[config.mk]
export PLATFORM = sky130hd
export DESIGN_NAME = mic1_reg_file
export DESIGN_NICKNAME = d
export VERILOG_FILES = /design/src/rtl/mic1_reg_file.sv
export SDC_FILE = /design/constraint.sdc
export NUM_CORES = 1
export LEC_CHECK = 0
export CAP_MARGIN = 20
export CORE_MARGIN = 2
export CORE_UTILIZATION = 56
export CTS_CLUSTER_DIAMETER = 120
export DETAILED_ROUTE_END_ITERATION = 12
export GPL_ROUTABILITY_DRIVEN = 1
export HOLD_SLACK_MARGIN = 0.08
export MAX_ROUTING_LAYER = met4
export PLACE_DENSITY = 0.91
export SLEW_MARGIN = 0
export SYNTH_ARGS = -nofsm -noshare
export SYNTH_HDL_FRONTEND = slang
export SYNTH_SLANG_ARGS = --single-unit
[constraint.sdc]
create_clock -name clk -period 20.7 [get_ports clk]
set_input_delay 6.21 -clock clk [delete_from_list [all_inputs] [get_ports clk]]
set_output_delay 6.21 -clock clk [all_outputs]
set_load 0.01 [all_outputs]
[src/rtl/mic1_reg_file.sv]
// MIC-1 datapath register file: captures the shifter C bus into any subset of nine registers and feeds the ALU.
// Latency: a write lands on the rising edge and is visible on b_bus and the *_out ports after that edge; no bypass.
// Backpressure: none; every write, memory load and b_sel change is accepted every cycle.
//
// Ports:
//   clk, rst             clock; asynchronous active-high reset
//   c_bus, c_wr          C-bus data and per-register write enables {H,OPC,TOS,CPP,LV,SP,PC,MDR,MAR}
//   b_sel, b_bus         B-bus source select and the combinational ALU B operand
//   mem_mdr_ld/_d        memory read data into MDR (wins over a same-cycle C-bus write)
//   mem_mbr_ld/_d        fetched byte into MBR (MBR has no C-bus path)
//   h_out, mar_out, mdr_out, pc_out, mbr_out   register taps
//   mdr_clash            one-cycle registered flag: C-bus and memory both tried to load MDR
module mic1_reg_file #(
  parameter logic [31:0] PC_RST  = 32'h0000_0000,
  parameter logic [31:0] SP_RST  = 32'h0000_8000,
  parameter logic [31:0] LV_RST  = 32'h0000_8000,
  parameter logic [31:0] CPP_RST = 32'h0000_4000
) (
  input  logic        clk,
  input  logic        rst,
  input  logic [31:0] c_bus,
  input  logic [8:0]  c_wr,
  input  logic [3:0]  b_sel,
  input  logic        mem_mdr_ld,
  input  logic [31:0] mem_mdr_d,
  input  logic        mem_mbr_ld,
  input  logic [7:0]  mem_mbr_d,
  output logic [31:0] b_bus,
  output logic [31:0] h_out,
  output logic [31:0] mar_out,
  output logic [31:0] mdr_out,
  output logic [31:0] pc_out,
  output logic [7:0]  mbr_out,
  output logic        mdr_clash
);

  // c_wr bit positions
  localparam int W_MAR = 0;
  localparam int W_MDR = 1;
  localparam int W_PC  = 2;
  localparam int W_SP  = 3;
  localparam int W_LV  = 4;
  localparam int W_CPP = 5;
  localparam int W_TOS = 6;
  localparam int W_OPC = 7;
  localparam int W_H   = 8;

  logic [31:0] mar, mdr, pc, sp, lv, cpp, tos, opc, h;
  logic [7:0]  mbr;

  always_ff @(posedge clk or posedge rst) begin
    if (rst) begin
      mar       <= 32'h0;
      mdr       <= 32'h0;
      pc        <= PC_RST;
      sp        <= SP_RST;
      lv        <= LV_RST;
      cpp       <= CPP_RST;
      tos       <= 32'h0;
      opc       <= 32'h0;
      h         <= 32'h0;
      mbr       <= 8'h00;
      mdr_clash <= 1'b0;
    end else begin
      if (c_wr[W_MAR]) mar <= c_bus;
      if (c_wr[W_PC])  pc  <= c_bus;
      if (c_wr[W_SP])  sp  <= c_bus;
      if (c_wr[W_LV])  lv  <= c_bus;
      if (c_wr[W_CPP]) cpp <= c_bus;
      if (c_wr[W_TOS]) tos <= c_bus;
      if (c_wr[W_OPC]) opc <= c_bus;
      if (c_wr[W_H])   h   <= c_bus;

      // Memory read data beats a concurrent C-bus write to MDR; the
      // conflict is flagged for the following cycle only.
      if (mem_mdr_ld)       mdr <= mem_mdr_d;
      else if (c_wr[W_MDR]) mdr <= c_bus;
      mdr_clash <= mem_mdr_ld & c_wr[W_MDR];

      if (mem_mbr_ld) mbr <= mem_mbr_d;
    end
  end

  always_comb begin
    b_bus = 32'h0;
    case (b_sel)
      4'd0:    b_bus = mdr;
      4'd1:    b_bus = pc;
      4'd2:    b_bus = {{24{mbr[7]}}, mbr};  // signed operand byte
      4'd3:    b_bus = {24'h0, mbr};         // unsigned byte / opcode
      4'd4:    b_bus = sp;
      4'd5:    b_bus = lv;
      4'd6:    b_bus = cpp;
      4'd7:    b_bus = tos;
      4'd8:    b_bus = opc;
      default: b_bus = 32'h0;
    endcase
  end

  assign h_out   = h;
  assign mar_out = mar;
  assign mdr_out = mdr;
  assign pc_out  = pc;
  assign mbr_out = mbr;

endmodule

* Word level (Yosys, flattened, before mapping)
Cells that the tools add are included. W data, S select, Z words.
Word-level totals: output and inout port bits 169, register bits after elaboration 297, input bits 89, logic and storage cells 25
Cells by class: reduce and logical (&&, ||, !) cells 2, eq/ne operators 8, bitwise operators 1, mux-type cells 3
Operators with widths (number):
- $pmux W32 S9 | 1
- $mux W32 | 2
- $eq A4 B3 Y1 const B | 4
- $eq A4 B2 Y1 const B | 2
- $eq A4 B1 Y1 const B | 1
- $eq A4 B4 Y1 const B | 1
- $logic_not A4 Y1 | 1
- $reduce_bool A2 Y1 | 1
- $and A1 B1 Y1 | 1

* Logic depth before layout (Yosys ltp)
word-level depth 2, gate-level depth with buffers 6

* Worst setup path after synthesis
No wires, ideal clock.
path type input to output, from input b_sel[0], to output b_bus[3], stages 5, required time 14.490 ns, buffers on the path 2, data arrival time 7.249 ns, slack 7.241 ns, path through buf_4 > buf_2 > nand3_1 > a31o_1 > o32ai_1
Between the ends: word-level cells in the longest chain between the ends 2
Ends and longest elaborated chain:
- from (decl) | line 23 | input logic [3:0] b_sel,
- $eq A4 B4 Y1 (tied with other cells) | line 86 | case (b_sel)
- $pmux W32 S9 * | line 86
- to (decl) | line 28 | output logic [31:0] b_bus,
Every way passes the cells marked *; elsewhere a longest branch is shown, timed or not.

* Final worst setup path
from input b_sel[2], to output b_bus[18]
The elaborated chain is that of the path after synthesis.

==> flow_summary.json <==
{
  "place_hpwl_um": 22420,
  "p_total_mw": 1.492,
  "cts_setup_buffers": 0,
  "dieArea_um2": 25440,
  "timing.final.crit_share_pct": 74.30,
  "crit_path_max_incr_delay_ps": 640,
  "cp_max_fo": 60,
  "numCtsBuffers": 31,
  "min_from": "tos[11]",
  "critPathTopFamily": "buffers and inverters",
  "p_sw_mw": 0.3813,
  "seqPwrFrac_pct": 45.2,
  "ys_ff_latch": 297,
  "cts_buffer_depth": 3,
  "port_buffers": 257,
  "critPathBufInv": 4,
  "clk_pin_slew_ps": 60,
  "maxCapViolCount": 0,
  "yosysUniqueCellTypes": 42,
  "final_max_slew_viol_count": 0,
  "critPathLaunch": "b_sel[2]",
  "hold_class": "reg -> reg",
  "wire_per_inst_um": 23.94,
  "dr.pass1.iters": 6,
  "place.gp.congestion": 0.7756,
  "grt_util_all_layers_pct": 30.42,
  "switching_share_pct": 25.56,
  "syn_inst": 1021,
  "async_flop_share_pct": 100.0,
  "initial_utilization_pct": 57.34,
  "die_x_um": 159.5,
  "setup_viol": 0,
  "antenna_found_initial": 1,
  "tightest_slew_ps": 1054,
  "worstPathRequired_ps": 14490,
  "finClkSkew_ps": 0,
  "fmax_ghz": 0.06502,
  "critPathArrivalTime_ps": 9170,
  "syn-cell-area_um2": 13540,
  "drive_gt1_share_pct": 30.98,
  "grt_start_max_net_pins": 138,
  "drc": 0,
  "cts-htree-levels": 1,
  "grt_pass1_wl_um": 59570,
  "ios": 258,
  "cts_sinks": 297,
  "place_area_um2": 16140,
  "fin_crit_ps": 15380,
  "syn_nets": 1110,
  "finalSetupTns_ps": 0,
  "drtAntennaViolNets": 0,
  "cp-end-kind": "primary output",
  "cp-start-kind": "input port",
  "area_growth_pct": 27.26,
  "vias_per_cell": 6.134,
  "ys.flop_type": "dfrtp_1",
  "leakagePower_nw": 7.117,
  "slew_headroom_pct": 29.72,
  "cts_resized": 0,
  "p_per_area_nw_per_um2": 86.57,
  "comb_power_share_pct": 17.5,
  "clkLatencyLatePin_ps": 540,
  "first_global_vias": 10220,
  "core_um2": 23610,
  "n_fill_cell": 1539,
  "hold_viol": 0,
  "avgSynthCellArea_um2": 13.26,
  "cts-root-buf": "clkbuf_16",
  "cpMaxStageDelayCell": "buf_4",
  "grt-ovfl-total": 0,
  "ys_warn_count": 0,
  "cts_tree": "done",
  "crit_top_cell": "buf_4",
  "ys_seq_area_share_pct": 54.92,
  "die_h_um": 159.5,
  "pwr-share-clk_pct": 37.3,
  "rows": 56,
  "drt-initial-drc-count": 807,
  "worst_ir_drop_vdd_v": 0.00007774,
  "path_class": "in -> out",
  "design_area_um2": 17230,
  "synth_edf_count": 0,
  "dr_total_vias": 9686,
  "drt_wl_total_um": 37790,
  "cts_hold_buf": 0,
  "status": "complete, no violations",
  "power.internal_mw": 1.110,
  "worstPathCellList": "buf_4 > buf_4 > nor4b_4 > buf_8 > a222oi_1 > o211ai_1 > clkdlybuf4s50_1",
  "finalNetCount": 1324,
  "rsz0062_at_grt": "false",
  "rr_startpoint": "mbr_out[7]"
}
[final timing paths]
path	to	slack [ps]	depth (start not counted)
worst max-delay path	b_bus[18]	5320	7
worst min register to register	tos[11]	500	1
max in group asynchronous	mar_out[29]	12900	3
worst min-delay path	tos[11]	500	1
min in group asynchronous	tos[22]	6270	2
worst max register to register	mbr_out[7]	19800	1
[cell type report]
type | count | area [um^2] | share of cell area (%)
diodes | 1 | 2.502 | 0.01452
clock buffers | 46 | 912.1 | 5.294
clock inverters | 11 | 113.9 | 0.6608
inverters | 2 | 15.01 | 0.08714
multi-input cells | 636 | 5734 | 33.28
flip-flops and latches | 297 | 7436 | 43.16
well taps | 319 | 399.1 | 2.316
repair buffers | 267 | 2618 | 15.19
[layer usage]
layer / vias up / part of all wire [%] / track usage (%)
met3: 77 / 6.4 / 4.715
met2: 409 / 50 / 49.74
met4: 0 / 2.3 / 9.008
met5: - / 0 / -
li1: 4206 / - / -
met1: 4994 / 42 / 39.59
[cells by family after synthesis]
group	count (synthesis)	synth area share, %
AO/OA/AOI/OAI	134	6.478
buffers and inverters	88	3.077
flip-flops	297	54.92
multiplexers	337	27.81
AND/OR/NAND/NOR	165	7.716
[synthesized netlist by cell type, drive strengths merged, types with 2 or more instances]
cell type / instances / share of area [%]
a32oi: 10 / 0.65
and2: 2 / 0.092
nand4b: 9 / 0.58
nor2b: 11 / 0.51
nand3: 5 / 0.18
nand2: 45 / 1.2
or4bb: 6 / 0.50
buf: 56 / 2.2
nor2: 3 / 0.083
nand4: 16 / 0.74
nor4b: 3 / 0.33
mux2i: 33 / 2.4
and3: 32 / 1.5
a22oi: 18 / 1.0
o21ai: 64 / 2.4
dfstp: 3 / 0.58
nor3b: 25 / 1.5
o211ai: 12 / 0.67
a222oi: 11 / 0.81
a21o: 5 / 0.28
nand3b: 2 / 0.11
dfrtp: 294 / 54
a31oi: 9 / 0.42
nand2b: 2 / 0.092
mux2: 303 / 25
clkbuf: 30 / 0.83
[cell usage in the layout, fill, tap and decap left out, drive strengths merged, types with 11 or more instances in the layout]
cell type,count
o21ai,64
a22oi,18
clkdlybuf4s50,243
buf,24
a222oi,11
mux2i,33
nor2b,11
nand2,45
nor3b,25
and3,32
mux2,303
nand4,16
o211ai,12
clkbuf,46
dfrtp,294
[registers in the layout, indices dropped and copies added, names as in the netlist]
signal,count
mdr_clash,1
mbr_out,8
mdr_out,32
lv,32
cpp,32
tos,32
h_out,32
opc,32
sp,32
mar_out,32
pc_out,32
[power by group through the flow]
stage | registers [mW] | logic (mW) | clock network, mW
floorplan | 0.687 | 0.124 | 0
global placement | 0.679 | 0.251 | 0
detailed placement | 0.683 | 0.258 | 0
CTS | 0.673 | 0.261 | 0.564
global route | 0.680 | 0.277 | 0.587
finish | 0.674 | 0.261 | 0.557
[per-stage QoR]
| stage | hold slack [ps] | cells | setup slack (ps) | utilization (%) |
|---|---|---|---|---|
| after global routing | 509.5 | 1579 | 5186 | 72.97 |
| after floorplan | 472.2 | 1021 | 6291 | - |
| after CTS | 501.2 | 1575 | 4986 | 72.72 |
| final | 497.0 | 1579 | 5321 | 72.97 |
| after global placement | 480.8 | 1518 | 5089 | 68.37 |
| after detailed placement | 487.9 | 1518 | 5007 | 68.37 |
Power figures use the tool's default switching activity.
==> RTL edit, RTL diff (same flow settings) <==
The output `mdr_clash` loses its register stage (`mdr_clash` becomes a continuous assignment). Comments in the files are not updated.
--- a/src/rtl/mic1_reg_file.sv
+++ b/src/rtl/mic1_reg_file.sv
@@ -60,7 +60,6 @@
       opc       <= 32'h0;
       h         <= 32'h0;
       mbr       <= 8'h00;
-      mdr_clash <= 1'b0;
     end else begin
       if (c_wr[W_MAR]) mar <= c_bus;
       if (c_wr[W_PC])  pc  <= c_bus;
@@ -75,11 +74,12 @@
       // conflict is flagged for the following cycle only.
       if (mem_mdr_ld)       mdr <= mem_mdr_d;
       else if (c_wr[W_MDR]) mdr <= c_bus;
-      mdr_clash <= mem_mdr_ld & c_wr[W_MDR];
 
       if (mem_mbr_ld) mbr <= mem_mbr_d;
     end
   end
+
+  assign mdr_clash = mem_mdr_ld & c_wr[W_MDR];
 
   always_comb begin
     b_bus = 32'h0;
Behaviour: not the same (Yosys sat finds a counterexample within 4 cycles, from zero or initial values and one cycle with rst high).
==> RTL edit against the original RTL <==
- cell count fell by 0.19%
- worst setup slack better by 270 ps
- design area about the same
- register-to-register slack better by 20 ps
- total power is 1.4% higher
- non-clock buffer count shrank 2
- synthesized area decreased by 0.18%
- wire length shrank 1.6%
- worst hold slack better by 4.8 ps
- clock skew stayed put
- count of clock-buffer cells in the layout rose by 3
- die area fell by 0.18%
- sequential cell count shrank 1
- largest cell class unchanged
==> RTL edit: results (changes against the original RTL) <==
Run status: completed
Routed wire per std cell: 23.6 um (-1.4%)
DP HPWL: 21800 um (-3.0%)
Antenna violations before repair: 0 (-1)
Routability congestion estimate from global placement: 0.771 (-0.54%)
Internal reg-to-reg setup slack: 19820 ps (+20 ps)
Fillers: 1488 (-3.3%)
CP arrival: 8900 ps (-270 ps)
Vias per cell: 6.14 (about the same)
All-Layer GR Usage: 0.298 (-0.00613)
Vias in the first global route: 10100 (-1.2%)
Int Pwr: 1.14 mW (+2.3%)
Placement-stage cell area: 16100 um2 (-0.12%)
First-pass GRT wire length: 58400 um (-1.9%)
Layout cell share with drive strength beyond 1: 0.308 (-0.00189)
Crit-path max FO: 65 (+8.3%)
Seq/Total Area, Yosys: 0.548 (-0.000835)
Crit-path slowest cell: nor4b_4
Hold EP: cpp[29]
Final Max Tran Viols: 0 (unchanged)
Largest net degree at the start of global routing: 192 (+39%)
Max_slew headroom: 0.265 (-0.0319)
Worst VDD drop: 0.0000611 V (-21%)
Multiplexer share of the synthesized area: 0.279 (+0.000515)
Top cells by area, synth: dfrtp_1 54%, mux2_2 25%, mux2i_1 2.4%, o21ai_0 2.4%, buf_2 1.8%
CP max stage delay: 960 ps (+320 ps)
Synth Area in Compound Gates: 0.0649 (+0.000120)
## RTL edit: changes by cell type after synthesis, sizes merged
| cell | unedited run | this run |
|---|---|---|
| dfrtp | 294 | 293 |
## RTL edit: worst max-delay path by stage
stage | slack, ps | to | from | cells past startpoint
global placement | 5660 | b_bus[24] | b_sel[0] | 6
floorplan | 6320 | cpp[0] | rst | 1
global route | 5440 | b_bus[24] | b_sel[0] | 6
detailed placement | 5600 | b_bus[24] | b_sel[0] | 6
CTS | 5590 | b_bus[25] | b_sel[0] | 6
finish | 5590 | b_bus[24] | b_sel[0] | 6
## RTL edit: layout make-up
type                    instances  area share
clock buffers                  49      0.0542
repair buffers                265       0.150
well taps                     319      0.0232
clock inverters                 9     0.00864
flip-flops and latches        296       0.430
inverters                       2    0.000871
multi-input cells             636       0.333
## RTL edit: through the flow
stage | hold WS [ps] | utilization | instances | worst slack (ps)
6_report | 502 | 0.730 | 1576 | 5590
5_1_grt | 513 | 0.730 | 1576 | 5440
4_1_cts | 503 | 0.729 | 1574 | 5590
3_5_place_dp | 488 | 0.683 | 1516 | 5600
3_3_place_gp | 482 | 0.683 | 1516 | 5660
2_1_floorplan | 472 | - | 1020 | 6320
## RTL edit: power by group through the flow
stage / Clock [mW] / Sequential (mW) / Combinational, mW
3_5_place_dp: 0 / 0.680 / 0.258
6_report: 0.582 / 0.671 / 0.260
3_3_place_gp: 0 / 0.677 / 0.252
2_1_floorplan: 0 / 0.685 / 0.124
4_1_cts: 0.590 / 0.670 / 0.261
5_1_grt: 0.612 / 0.678 / 0.276
## RTL edit: kinds of logic (layout without fill, tap and decap cells)
| family | Yosys count | after routing |
|---|---|---|
| buf+inv | 88 | 325 |
| compound gates | 134 | 134 |
| flops | 296 | 296 |
| mux | 337 | 337 |
| simple gates | 165 | 165 |
## RTL edit: routing by layer
metal / GRT usage / routed length, um
met1: 0.403 / 15900
met2: 0.475 / 18000
met3: 0.0419 / 2240
met4: 0.0876 / 1020
met5: - / 0
